## src/rtl/piso_serial_tx.sv

```systemverilog
`default_nettype none
// ============================================================================
// Module   : piso_serial_tx
// Brief    : Parallel-in/serial-out transmitter with valid/ready word intake,
//            per-bit hold of CLKS_PER_BIT cycles and framing/strobe outputs.
// Revision : 1.0 - initial release
// ============================================================================
module piso_serial_tx #(
    parameter int WIDTH        = 4,
    parameter bit MSB_FIRST    = 1'b1,
    parameter int CLKS_PER_BIT = 1
) (
    input  logic             clk,
    input  logic             reset,
    input  logic [WIDTH-1:0] in_data,
    input  logic             in_valid,
    output logic             in_ready,
    output logic             sdo,
    output logic             sframe,
    output logic             bit_strobe,
    output logic             busy,
    output logic             done
);

    localparam int c_BIT_CNT_W = $clog2(WIDTH + 1);
    localparam int c_DIV_CNT_W = $clog2(CLKS_PER_BIT + 1);

    localparam logic [c_BIT_CNT_W-1:0] c_BIT_LAST = c_BIT_CNT_W'(WIDTH - 1);
    localparam logic [c_DIV_CNT_W-1:0] c_DIV_LAST = c_DIV_CNT_W'(CLKS_PER_BIT - 1);
    localparam logic [c_BIT_CNT_W-1:0] c_BIT_ONE  = c_BIT_CNT_W'(1);
    localparam logic [c_DIV_CNT_W-1:0] c_DIV_ONE  = c_DIV_CNT_W'(1);

    typedef enum logic [0:0] {
        S_IDLE  = 1'b0,
        S_SHIFT = 1'b1
    } state_t;

    state_t                   r_state;
    logic [WIDTH-1:0]         r_shreg;
    logic [c_DIV_CNT_W-1:0]   r_div;
    logic [c_BIT_CNT_W-1:0]   r_bit_cnt;
    logic                     r_in_ready;
    logic                     r_sdo;
    logic                     r_sframe;
    logic                     r_bit_strobe;
    logic                     r_busy;
    logic                     r_done;

    logic [WIDTH-1:0]         w_shifted;
    logic                     w_first_bit;
    logic                     w_next_bit;
    logic                     w_accept;
    logic                     w_div_wrap;
    logic                     w_last_bit;

    // The register rotates; the bit wrapped into the far end is never sent
    // because the frame ends after WIDTH bits.
    generate
        if (MSB_FIRST) begin : g_msb_first
            assign w_shifted   = {r_shreg[WIDTH-2:0], r_shreg[WIDTH-1]};
            assign w_first_bit = in_data[WIDTH-1];
            assign w_next_bit  = r_shreg[WIDTH-2];
        end else begin : g_lsb_first
            assign w_shifted   = {r_shreg[0], r_shreg[WIDTH-1:1]};
            assign w_first_bit = in_data[0];
            assign w_next_bit  = r_shreg[1];
        end
    endgenerate

    assign w_accept   = in_valid & r_in_ready;
    assign w_div_wrap = (r_div == c_DIV_LAST);
    assign w_last_bit = (r_bit_cnt == c_BIT_LAST);

    always_ff @(posedge clk or posedge reset) begin
        if (reset) begin
            r_state      <= S_IDLE;
            r_shreg      <= '0;
            r_div        <= '0;
            r_bit_cnt    <= '0;
            r_in_ready   <= 1'b1;
            r_sdo        <= 1'b0;
            r_sframe     <= 1'b0;
            r_bit_strobe <= 1'b0;
            r_busy       <= 1'b0;
            r_done       <= 1'b0;
        end else begin
            case (r_state)
                S_IDLE: begin
                    r_done <= 1'b0;
                    if (w_accept) begin
                        r_state      <= S_SHIFT;
                        r_shreg      <= in_data;
                        r_div        <= '0;
                        r_bit_cnt    <= '0;
                        r_in_ready   <= 1'b0;
                        r_sdo        <= w_first_bit;
                        r_sframe     <= 1'b1;
                        r_bit_strobe <= 1'b1;
                        r_busy       <= 1'b1;
                    end else begin
                        r_in_ready   <= 1'b1;
                        r_sdo        <= 1'b0;
                        r_sframe     <= 1'b0;
                        r_bit_strobe <= 1'b0;
                        r_busy       <= 1'b0;
                    end
                end

                S_SHIFT: begin
                    if (!w_div_wrap) begin
                        r_div        <= r_div + c_DIV_ONE;
                        r_bit_strobe <= 1'b0;
                    end else if (w_last_bit) begin
                        // Last bit period ends here: the done cycle is an IDLE cycle.
                        r_state      <= S_IDLE;
                        r_div        <= '0;
                        r_bit_cnt    <= '0;
                        r_in_ready   <= 1'b1;
                        r_sdo        <= 1'b0;
                        r_sframe     <= 1'b0;
                        r_bit_strobe <= 1'b0;
                        r_busy       <= 1'b0;
                        r_done       <= 1'b1;
                    end else begin
                        r_div        <= '0;
                        r_bit_cnt    <= r_bit_cnt + c_BIT_ONE;
                        r_shreg      <= w_shifted;
                        r_sdo        <= w_next_bit;
                        r_bit_strobe <= 1'b1;
                    end
                end

                default: begin
                    r_state      <= S_IDLE;
                    r_in_ready   <= 1'b1;
                    r_sdo        <= 1'b0;
                    r_sframe     <= 1'b0;
                    r_bit_strobe <= 1'b0;
                    r_busy       <= 1'b0;
                    r_done       <= 1'b0;
                end
            endcase
        end
    end

    assign in_ready   = r_in_ready;
    assign sdo        = r_sdo;
    assign sframe     = r_sframe;
    assign bit_strobe = r_bit_strobe;
    assign busy       = r_busy;
    assign done       = r_done;

endmodule
`default_nettype wire

```

## config.mk

```make
export PLATFORM = sky130hd
export DESIGN_NAME = piso_serial_tx
export DESIGN_NICKNAME = d
export VERILOG_FILES = /design/src/rtl/piso_serial_tx.sv
export SDC_FILE = /design/constraint.sdc
export NUM_CORES = 1
export LEC_CHECK = 0
export ABC_CLOCK_PERIOD_IN_PS = 2800
export BUFFER_PORTS_ARGS = -buffer_cell sky130_fd_sc_hd__buf_2
export CAP_MARGIN = 20
export CORE_MARGIN = 1.5
export CORE_UTILIZATION = 36
export DETAILED_ROUTE_END_ITERATION = 6
export PLACE_DENSITY = 0.64
export SETUP_SLACK_MARGIN = 0.05
export SLEW_MARGIN = 20
export SYNTH_ARGS = -nofsm -noshare
export SYNTH_HDL_FRONTEND = slang
export SYNTH_SLANG_ARGS = --single-unit
```

## constraint.sdc

```tcl
create_clock -name clk -period 2.8 [get_ports clk]
set_clock_uncertainty 0.2 [all_clocks]
set_input_delay 0.56 -clock clk [delete_from_list [all_inputs] [get_ports clk]]
set_output_delay 0.56 -clock clk [all_outputs]
set_load 0.02 [all_outputs]
```

# Yosys cells after proc, flatten, opt, wreduce, memory -nomap -nowiden
# Index checks and enable logic that the tools add are counted.
[classes]
addsub = 2
n_eq_ne = 5
mux = 29
bitwise_logic = 2
n_reduce_logical = 3
[op_table]
columns = ["operator", "n"]
rows = [
  ["$mux 1", 14],
  ["$pmux 1 s2", 7],
  ["$mux 4", 3],
  ["$mux 3", 3],
  ["$pmux 4 s2", 1],
  ["$ne 2x2->1 const B", 3],
  ["$pmux 3 s2", 1],
  ["$reduce_and 2->1", 2],
  ["$add 3x1->3 const B", 1],
  ["$eq 3x2->1 const B", 1],
  ["$reduce_and 3->1", 1],
  ["$ne 2x1->1 const B", 1],
  ["$add 1x1->1 const B", 1],
  ["$and 1x1->1", 1],
  ["$not 1->1", 1],
]
[totals]
register_bits = 14
input_bits = 7
out_inout_bits = 6
word_cells = 50

# Depth between registers and ports, before layout
# Gate-level depths: netlist of run 1.
[logic_depth]
depth_word = 4
depth_mapped = 4
mapped_depth_nobuf = 4

# Worst setup path after synthesis of run 1
# No wires, ideal clock.
[synth_path]
path_type = "register to register"
start = "register r_in_ready (netlist: in_ready)"
end = "register r_shreg[2]"
setup_ps = 123
arrival_time_ps = 1163
t_required_ps = 2477
path_slack_ps = 1314
stages_incl_launch_ff = 4
n_path_buf = 0
period_less_slack_ps = 1486
path_cell_list = "dfstp_2 -> nand2_2 -> or3_1 -> o221a_2"
[synth_between]
elab_chain_len = 3
[synth_lines]
columns = ["element", "line_no", "text"]
rows = [
  ["from (decl)", "42", "logic r_in_ready;"],
  ["from (signal assigned)", "80", "r_in_ready <= 1'b1;"],
  ["from (signal assigned)", "95", "r_in_ready <= 1'b0;"],
  ["from (signal assigned)", "101", "r_in_ready <= 1'b1;"],
  ["$and 1x1->1", "70", "assign w_accept = in_valid & r_in_ready;"],
  ["$ne 2x2->1 (no line)", "--", ""],
  ["$reduce_and 3->1 (no line)", "--", ""],
  ["to (signal assigned)", "92", "r_shreg <= in_data;"],
  ["to (signal assigned)", "127", "r_shreg <= w_shifted;"],
  ["to (decl)", "39", "logic [WIDTH-1:0] r_shreg;"],
]
# Every way passes these cells.
# A chain may end at the register's enable or synchronous reset.

# Worst setup path in the final report of run 1
[layout_path]
start = "register r_bit_strobe (netlist: bit_strobe)"
end = "output bit_strobe"
[layout_rtl]
columns = ["element", "line_no", "text"]
rows = [
  ["from (decl)", "45", "logic r_bit_strobe;"],
  ["from (signal assigned)", "83", "r_bit_strobe <= 1'b0;"],
  ["from (signal assigned)", "98", "r_bit_strobe <= 1'b1;"],
  ["from (signal assigned)", "104", "r_bit_strobe <= 1'b0;"],
  ["to (decl)", "20", "output logic bit_strobe,"],
]
# No word-level cell between the ends.

==> results.md, run 1 <==
- Status: completed
- Clock slew seen by the registers of the worst setup and hold paths: 0.08 ns
- Cts bufs inserted: 3
- CTS sink cnt: 12
- Longest Clk Path Bufs: 2
- Synthesis-to-finish area growth: 14.8%
- DRC: 0
- Post-Syn Instances: 49
- GRT Overall Usage: 13.8%
- R2R depth: 4
- TNS Setup: 0 ns
- GR Overflow Total: 0
- Starting Density: 38.0%
- Max-Slew Margin vs Limit: 58.4%
- Minimum clock period: 2.05 ns
- Vias per inst: 5.46
- Hold Buf Count CTS: 0
- Layout cells sized above 1: 32.3%
- Post-route setup slack: 0.746 ns
- Most common cell after layout, fill and taps aside: buf_2
- Starting DRT DRC Count: 8
- DP Worst Slack: 1.06 ns
- # Max-Cap Violations: 0
- Quantity of I/O buffers inserted on ports: 12
- Arrival time at the worst endpoint: 1.29 ns
- 1st-pass router iterations: 4
- Crit end category: output port
- CP Cell Sequence: buf_2
- Sequential area share after synthesis: 53.9%
- Yosys warns: 0
- Total power draw: around 740 uW
- Initial antenna violation count: 0
- Nets: 71
- Unique masters post-synth: 24
- RSZ-0062 raised after global routing: false
- Commonest non-fill, non-tap cells in the layout: 12 x buf_2, 11 x dfrtp_1, 6 x nand2_1, 4 x nand3_1
- Critical path peak fanout: 21
- Die height: 42.4 um
- Die Wd: roughly 42 um
- Maximum number of pins on one net before global-route repair: 22
- Crit share post-route: 73.4%
- Crit path buffers/inverters: 1
- Net Count, Synth: 57
- Root buf cell: clkbuf_4
- GPL Wtd Cong: 0.683
- Vias post-DR: 426
- Least-Margin Pin Slew: ~0.62 ns
- #FFs+latches synth: 12
- Setup Fix Bufs, Post-CTS: 0
- Core ar.: 0.00147 mm^2
- Clk_lat worst skew: 0.27 ns
- Final HPWL DP: between 700 and 800 um
- Final setup fails: 0
- Crit path launch type: flop
- Worst IR drop on VDD: 0.541 mV
- IO Pins: 13
- DR WL/cell: 13.4 um
- Die area: ~0.0018 mm^2
- Routed Wire Length: 1050 um
- Vias in the first global route: 404
- Post-route ant nets: 0
- CP delay by family, top: flip-flops
- H-tree depth: 1
- Post-CTS resize count: 0
- Std cell rows: 14
- Final hold vios: 0
- Levels on crit path: 1
- First-pass GRT wire length: 1780 um
- Maximum clock rate: 0.487 GHz
- Antenna cell count: 0
- Leakage: approximately 0.31 nW
- Slew Limit Fails: 0
- CP max stage cell: dfrtp_1
- CTS tree: yes
- Syn Area/Cell: 11.4 um^2
- Largest stage delay, worst path: between 0.7 and 0.8 ns
- Critical Path RT: 2.04 ns
- Power Dens Cells: 1150 mW/mm^2
- Syn Std Cell Area: about 560 um^2
- Min-Delay Path Class: input port to async pin
- Setup CP Type: flop to output port
==> area by class of cell <==
cell class | instances | area [um^2]
timing repair buffer | 12 | 60.1
tap | 16 | 20.0
fill | 141 | 830
clock buffer | 4 | 26.3
sequential | 12 | 302
multi-input combinational | 33 | 230
inverter | 1 | 3.75
==> path summary, 6_finish.rpt <==
kind                                             to                     start  slack, ns
hold / removal             r_bit_cnt[0]$_DFFE_PP0P_                     reset       0.08
min in group clk                   done$_DFFE_PP0P_          done$_DFFE_PP0P_       0.30
setup reg to reg             r_shreg[1]$_DFFE_PP0P_  r_bit_cnt[0]$_DFFE_PP0P_       1.18
setup / recovery                         bit_strobe      bit_strobe$_DFF_PP0_       0.75
max in group asynchronous      in_ready$_DFFE_PP1P_                     reset       1.98
hold reg to reg                    done$_DFFE_PP0P_          done$_DFFE_PP0P_       0.30
==> cell usage after synthesis <==
| cell | count | share of area (%) |
|---|---|---|
| dfrtp_1 | 11 | 49 |
| nand2_1 | 6 | 4.0 |
| nand3_1 | 4 | 3.6 |
| o21ai_0 | 3 | 2.7 |
| or3_1 | 3 | 3.4 |
| nand2b_1 | 2 | 2.2 |
| o211a_1 | 2 | 3.6 |
| o221a_2 | 2 | 4.0 |
| a211oi_1 | 1 | 1.3 |
| a31oi_1 | 1 | 1.1 |
| and2b_1 | 1 | 1.3 |
| and3_1 | 1 | 1.1 |
| buf_2 | 1 | 0.89 |
| buf_4 | 1 | 1.3 |
| buf_6 | 1 | 2.0 |
| dfstp_2 | 1 | 4.7 |
| ha_1 | 1 | 2.2 |
| inv_1 | 1 | 0.67 |
| mux2i_4 | 1 | 4.0 |
| nand2_2 | 1 | 1.1 |
| nand3b_1 | 1 | 1.3 |
| o21a_1 | 1 | 1.3 |
| o22a_1 | 1 | 1.6 |
| o22ai_1 | 1 | 1.1 |
==> metal layers <==
layer  part of all wire [%]  track usage (%)  vias to the layer above
li1                       -                -                      207
met1                     50             17.3                      206
met4                    1.3             7.50                        0
met3                    4.2             3.88                        2
met5                      0                0                        -
met2                     45             21.2                       11
==> sequential cells by signal, summed over array words and instances, names as in the netlist <==
name        cells
r_shreg         4
r_bit_cnt       3
bit_strobe      1
busy            1
done            1
in_ready        1
sdo             1
==> report_power, final <==
group          leakage (nW)  total, mW  internal (mW)  switching, mW
Sequential            0.140      0.328          0.252         0.0761
Clock                0.0150      0.109         0.0551         0.0542
Combinational         0.152      0.299          0.137          0.161
Total                 0.307      0.736          0.444          0.292
==> cell families (layout without fill, tap and decap cells) <==
group	count (synthesis)	in the layout	share of synthesized area, %
buffers and inverters	4	17	4.92
and+or+nand+nor	19	19	18.1
DFF	12	12	53.9
adders and majority gates	1	1	2.24
AOI/OAI and AO/OA	12	12	16.8
muxes	1	1	4.03
==> through the flow <==
stage	util (%)	cells	instance area [um^2]	hold slack (ns)
floorplan	-	49	559	0.224
global placement	41.8	74	616	0.290
CTS	43.6	78	642	0.101
finish	43.6	78	642	0.0752
global route	43.6	78	642	0.122
detailed placement	41.8	74	616	0.283
Power figures use the tool's default switching activity.
==> run 2: changes to the inputs <==
--- a/config.mk
+++ b/config.mk
@@ -5,7 +5,7 @@
 export SDC_FILE = /design/constraint.sdc
 export NUM_CORES = 1
 export LEC_CHECK = 0
-export ABC_CLOCK_PERIOD_IN_PS = 2800
+export ABC_CLOCK_PERIOD_IN_PS = 2000
 export BUFFER_PORTS_ARGS = -buffer_cell sky130_fd_sc_hd__buf_2
 export CAP_MARGIN = 20
 export CORE_MARGIN = 1.5
==> constraint.sdc (replaced) <==
create_clock -name clk -period 2 [get_ports clk]
set_clock_uncertainty 0.2 [all_clocks]
set_input_delay 0.4 -clock clk [delete_from_list [all_inputs] [get_ports clk]]
set_output_delay 0.4 -clock clk [all_outputs]
set_load 0.02 [all_outputs]
==> run 2 against run 1 <==
  * Worst setup slack worse by 0.43 ns
  * Sequential share of layout area down 0.62 points
  * Final cell count up 1.3%
  * Wire length up 0.29%
==> results.md, run 2 (synthesized netlist as in run 1, its figures left out) <==
- Multi-input gate area: 230 um^2 (unchanged)
- Crit share post-route: between 80 and 90%
- Max reg flops: 4 (unchanged)
- Switching power: 406 uW (+39%)
- Core ar.: 0.00147 mm^2 (unchanged)
- Critical R2R Launch: r_bit_cnt[0]$_DFFE_PP0P_
- DRC: 0 (unchanged)
- Routed Wire Length: 1050 um (+0.29%)
- Nets: 72 (+1.4%)
- Critical path peak fanout: 21 (unchanged)
- Biggest register: r_shreg
- Worst hold start: in_data[3]
- Longest Clk Path Bufs: 2 (unchanged)
- Largest stage delay, worst path: 0.58 ns (-0.17 ns)
- Worst reg2reg endpoint: r_shreg[1]$_DFFE_PP0P_
- RSZ-0062 raised after global routing: false
- R2R depth: 4 (unchanged)
- Vias in the first global route: 415 (+2.7%)
- Clock slew seen by the registers of the worst setup and hold paths: 0.07 ns (about the same)
- Post-route ant nets: 0 (unchanged)
- Reg-to-reg slack, setup: 0.42 ns (-0.76 ns)
- Min-Delay Path Class: input port to flop
- Starting DRT DRC Count: 8 (unchanged)
- Post-route setup slack: 0.315 ns (-0.430 ns)
- First-pass GRT wire length: 1820 um (+2.3%)
- Register share of total power: 44.7% (about the same)
- Internal power: 625 uW (+41%)
- Combinational group share of total power: 40.7% (about the same)
- Die area: 0.00180 mm^2 (unchanged)
- Setup CP Type: flop to output port
- Least-Margin Pin Slew: 0.444 ns (-0.180 ns)
- Die height: 42.4 um (unchanged)
- Starting Density: 38.0% (unchanged)
- Final setup fails: 0 (unchanged)
- Largest regs: r_shreg x4, r_bit_cnt x3
- DP Worst Slack: 0.415 ns (-0.641 ns)
- Non-filler cells, final: 79 (+1.3%)
- CP Cell Sequence: buf_2
- CTS sink cnt: 12 (unchanged)
- Vias post-DR: 434 (+1.9%)
- Power Dens Cells: 1580 mW/mm^2 (+38%)
- GR Overflow Total: 0 (unchanged)
- Critical path startpoint: bit_strobe$_DFF_PP0_
- Worst IR drop on VDD: 0.757 mV (+40%)
- Die Wd: 42.4 um (unchanged)
- Crit path launch type: flop
- H-tree depth: 1 (unchanged)
- Crit end category: output port
- Arrival time at the worst endpoint: 1.08 ns (-0.21 ns)
- Critical Path RT: 1.40 ns (-0.64 ns)
- # fillers: 140 (-0.71%)
- Inst Count DP: 74 (unchanged)
- CP max stage cell: dfrtp_2
- Final hold vios: 0 (unchanged)
- DR WL/cell: 13.3 um (-0.98%)
- Layout cells sized above 1: 33.3% (+1.1 points)
- Crit path buffers/inverters: 1 (unchanged)
- Most common cell after layout, fill and taps aside: buf_2
- Hold Crit Endpoint: sdo$_DFF_PP0_
- Minimum clock period: about 1.7 ns
- CP delay by family, top: flip-flops
- Cts bufs inserted: 3 (unchanged)
- Status: completed
- Final HPWL DP: 743 um (unchanged)
- Root buf cell: clkbuf_4
- Antenna cell count: 0 (unchanged)
- Vias per inst: 5.49 (+0.59%)
- Initial antenna violation count: 0 (unchanged)
- Maximum clock rate: 0.594 GHz
- GRT Overall Usage: 14.0% (+0.27 points)
- Leakage: 0.310 nW (+1.1%)
- Maximum number of pins on one net before global-route repair: 22 (unchanged)
- Seq. cell area: 303 um^2 (+0.41%)
- GPL Wtd Cong: 0.683 (about the same)
- TNS Setup: 0 ns (unchanged)
- 1st-pass router iterations: 4 (unchanged)
- Commonest non-fill, non-tap cells in the layout: 12 x buf_2, 10 x dfrtp_1, 6 x nand2_1, 4 x nand3_1
- CTS tree: yes
- Setup Fix Bufs, Post-CTS: 0 (unchanged)
- Synthesis-to-finish area growth: 16.8%
- Total power draw: 1.03 mW (+40%)
- Post-route cell area: 653 um^2 (+1.8%)
- DP Area: 616 um^2 (unchanged)
- Std cell rows: 14 (unchanged)
- # Max-Cap Violations: 0 (unchanged)
- Switching portion of total power: 39.4% (-0.28 points)
- Max-Slew Margin vs Limit: 70.4% (+12 points)
- Hold depth: 3
- IO Pins: 13 (unchanged)
- Quantity of I/O buffers inserted on ports: 12 (unchanged)
- Clock Power Share: 14.7% (-0.2 points)
- Clk_lat worst skew: 0.26 ns (about the same)
- Slew Limit Fails: 0 (unchanged)
## run 2: per-layer routing
layer | global-route usage [%] | routed length (um)
met5 | 0 | 0
met4 | 7.50 | 14
met3 | 3.88 | 49
met2 | 21.8 | 488
met1 | 17.5 | 496
## run 2: through the flow
| step | hold slack (ns) | util [%] |
|---|---|---|
| after floorplan | 0.0640 | - |
| after global placement | 0.226 | 41.8 |
| after detailed placement | 0.232 | 41.8 |
| after CTS | 0.228 | 44.3 |
| after global routing | 0.234 | 44.4 |
| final | 0.228 | 44.4 |
## run 2: worst max path at each step
stage | endpoint | slack, ns | cells past startpoint
floorplan | r_shreg[2]$_DFFE_PP0P_ | 0.51 | 3
global placement | r_shreg[1]$_DFFE_PP0P_ | 0.42 | 4
detailed placement | r_shreg[1]$_DFFE_PP0P_ | 0.41 | 4
CTS | bit_strobe | 0.11 | 1
global route | bit_strobe | 0.26 | 1
finish | bit_strobe | 0.32 | 1
## run 2: cell type report
cell class | count | area share (%)
clock buffers | 4 | 4.02
flip-flops and latches | 12 | 46.4
repair buffers | 13 | 10.7
inverters | 1 | 0.575
multi-input cells | 33 | 35.2
well taps | 16 | 3.07
## run 2: what timing repair did
action / CTS / global route
setup endpoints to repair: 0 / 1
gates resized for setup: 0 / 1
hold buffers: 1 / 0
hold endpoints to repair: 11 / 0
## run 2: power by group through the flow
stage | Sequential (mW) | Combinational (mW) | Clock, mW
6_report | 0.460 | 0.419 | 0.151
5_1_grt | 0.475 | 0.458 | 0.174
4_1_cts | 0.457 | 0.426 | 0.156
3_5_place_dp | 0.461 | 0.420 | 0
3_3_place_gp | 0.460 | 0.410 | 0
2_1_floorplan | 0.471 | 0.319 | 0
==> run 3: changes to the inputs <==
--- a/config.mk
+++ b/config.mk
@@ -5,7 +5,7 @@
 export SDC_FILE = /design/constraint.sdc
 export NUM_CORES = 1
 export LEC_CHECK = 0
-export ABC_CLOCK_PERIOD_IN_PS = 2000
+export ABC_CLOCK_PERIOD_IN_PS = 1800
 export BUFFER_PORTS_ARGS = -buffer_cell sky130_fd_sc_hd__buf_2
 export CAP_MARGIN = 20
 export CORE_MARGIN = 1.5
==> constraint.sdc (replaced) <==
create_clock -name clk -period 1.8 [get_ports clk]
set_clock_uncertainty 0.2 [all_clocks]
set_input_delay 0.36 -clock clk [delete_from_list [all_inputs] [get_ports clk]]
set_output_delay 0.36 -clock clk [all_outputs]
set_load 0.02 [all_outputs]
==> run 3 against run 2 <==
  * Via count fell by 2.3%
  * Hold slack got worse by 0.045 ns
  * Worst setup slack got worse by 0.087 ns
  * Flip-flop and latch count did not move
  * Utilization rose by 1.7 points
  * Critical path type unchanged
  * Non-clock buffer count rose by 2
  * Total power rose by 18%
  * Global-route usage rose by 1.3 points
  * Sequential share of layout area fell by 1.7 points
==> results.md, run 3 (synthesized netlist as in run 1, its figures left out) <==
- GRT Overall Usage: 15.4% (+1.3 points)
- RSZ-0062 raised after global routing: false
- Worst IR drop on VDD: 0.666 mV (-12%)
- CTS tree: yes
- Quantity of I/O buffers inserted on ports: 12 (unchanged)
- DP Area: 631 um^2 (+2.4%)
- Critical R2R Launch: r_bit_cnt[0]$_DFFE_PP0P_
- Maximum number of pins on one net before global-route repair: 15 (-32%)
- Setup CP Type: flop to output port
- IO Pins: 13 (unchanged)
- Clk_lat worst skew: 0.27 ns (about the same)
- Final hold vios: 0 (unchanged)
- Initial antenna violation count: 0 (unchanged)
- Reg-to-reg slack, setup: 0.27 ns (-0.15 ns)
- TNS Setup: 0 ns (unchanged)
- CTS sink cnt: 12 (unchanged)
- Vias per inst: 5.23 (-4.7%)
- Critical path startpoint: bit_strobe$_DFF_PP0_
- Crit path buffers/inverters: 1 (unchanged)
- Levels on crit path: 1 (unchanged)
- Slew Limit Fails: 0 (unchanged)
- Die area: 0.00180 mm^2 (unchanged)
- Final HPWL DP: 786 um (+5.8%)
- Worst reg2reg endpoint: r_shreg[2]$_DFFE_PP0P_
- Die height: 42.4 um (unchanged)
- Largest stage delay, worst path: 0.52 ns (-0.06 ns)
- Post-route ant nets: 0 (unchanged)
- Crit path launch type: flop
- 1st-pass router iterations: 4 (unchanged)
- Routed Wire Length: 1110 um (+5.3%)
- Biggest register: r_shreg
- WL met3: 46 um (-6.1%)
- Cts bufs inserted: 3 (unchanged)
- H-tree depth: 1 (unchanged)
- Antenna cell count: 0 (unchanged)
- Max reg flops: 4 (unchanged)
- Core ar.: 0.00147 mm^2 (unchanged)
- CP delay by family, top: flip-flops
- GPL Wtd Cong: 0.759 (+11%)
- Post-layout util: 46.1% (+1.7 points)
- Arrival time at the worst endpoint: 1.01 ns (-0.07 ns)
- R2R depth: 4 (unchanged)
- Min-Delay Path Class: input port to flop
- Layout cells sized above 1: 36.9% (+3.6 points)
- Max-Slew Margin vs Limit: 69.9% (-0.49 points)
- Largest regs: r_shreg x4, r_bit_cnt x3
- Max layer used: met4
- Minimum clock period: 1.57 ns
- Critical Path Sink: bit_strobe
- Power Dens Cells: 1800 mW/mm^2 (+14%)
- Clock slew seen by the registers of the worst setup and hold paths: 0.08 ns (about the same)
- Critical Path RT: 1.24 ns (-0.16 ns)
- Vias in the first global route: 410 (-1.2%)
- Post-route cell area: 678 um^2 (+3.8%)
- DRC: 0 (unchanged)
- Final setup fails: 0 (unchanged)
- Die Wd: 42.4 um (unchanged)
- Setup Fix Bufs, Post-CTS: 0 (unchanged)
- CP max stage cell: dfrtp_2
- Leakage: 0.325 nW (+4.8%)
- GR Overflow Total: 0 (unchanged)
- Routed length on met1: 564 um (+14%)
- Starting DRT DRC Count: 13 (+5)
- DR WL/cell: 13.6 um (+2.7%)
- Starting Density: 38.0% (unchanged)
- Maximum clock rate: between 0.6 and 0.7 GHz
- Non-filler cells, final: 81 (+2.5%)
- First-pass GRT wire length: 1990 um (+9.1%)
- # fillers: 149 (+6.4%)
- Synthesis-to-finish area growth: 21.3%
- Vias post-DR: 424 (-2.3%)
- Commonest non-fill, non-tap cells in the layout: 12 x buf_2, 10 x dfrtp_1, 6 x nand2_1, 4 x nand3_1
- Least-Margin Pin Slew: 0.451 ns (+0.00739 ns)
- Crit share post-route: 87.3%
- Status: completed
- Nets: 74 (+2.8%)
- # Max-Cap Violations: 0 (unchanged)
- Longest Clk Path Bufs: 2 (unchanged)
- Std cell rows: 14 (unchanged)
- Routed length on met2: 481 um (-1.4%)
- Most common cell after layout, fill and taps aside: buf_2
- Root buf cell: clkbuf_4
- Inst Count DP: 76 (+2.7%)
- CP Cell Sequence: buf_2
- Critical path peak fanout: 14 (-33%)
- Crit end category: output port
run 3: power breakdown:
part | leakage (nW) | switching [mW] | internal (mW) | total (mW)
Sequential | 0.140 | 0.105 | 0.394 | 0.500
Clock | 0.0210 | 0.0912 | 0.123 | 0.214
Combinational | 0.165 | 0.268 | 0.236 | 0.505
Total | 0.325 | 0.465 | 0.753 | 1.22
run 3: area by class of cell:
cell class | count | area (um^2) | area share [%]
inverter | 1 | 3.75 | 0.554
tap | 16 | 20.0 | 2.95
multi-input combinational | 33 | 230 | 33.9
clock buffer | 4 | 36.3 | 5.35
sequential | 12 | 303 | 44.6
timing repair buffer | 15 | 85.1 | 12.5
run 3: metrics by stage:
step / hold WS [ns] / total power, mW / setup slack (ns)
after floorplan: 0.0240 / 0.879 / 0.314
after global placement: 0.184 / 0.998 / 0.327
after detailed placement: 0.199 / 1.01 / 0.294
after CTS: 0.184 / 1.23 / 0.0747
after global routing: 0.189 / 1.32 / 0.157
final: 0.182 / 1.22 / 0.229
run 3: what timing repair did:
action | 4_1_cts | 5_1_grt
hold buffers | 1 | 0
endpoints found under the hold margin | 11 | 0
setup endpoints to repair | 0 | 1
resized for setup | 0 | 1
run 3: layer usage:
metal,vias to the layer above,GRT usage [%]
met4,0,9.38
li1,210,-
met1,203,22.2
met2,9,18.8
met5,-,0
met3,2,6.03
run 3: worst min path at each step:
stage	start	cells after the start	to	slack, ns
floorplan	reset	1	bit_strobe$_DFF_PP0_	0.02
global placement	reset	2	r_bit_cnt[1]$_DFFE_PP0P_	0.18
detailed placement	reset	2	r_bit_cnt[1]$_DFFE_PP0P_	0.20
CTS	in_data[3]	3	sdo$_DFF_PP0_	0.18
global route	in_data[3]	3	sdo$_DFF_PP0_	0.19
finish	in_data[3]	3	sdo$_DFF_PP0_	0.18
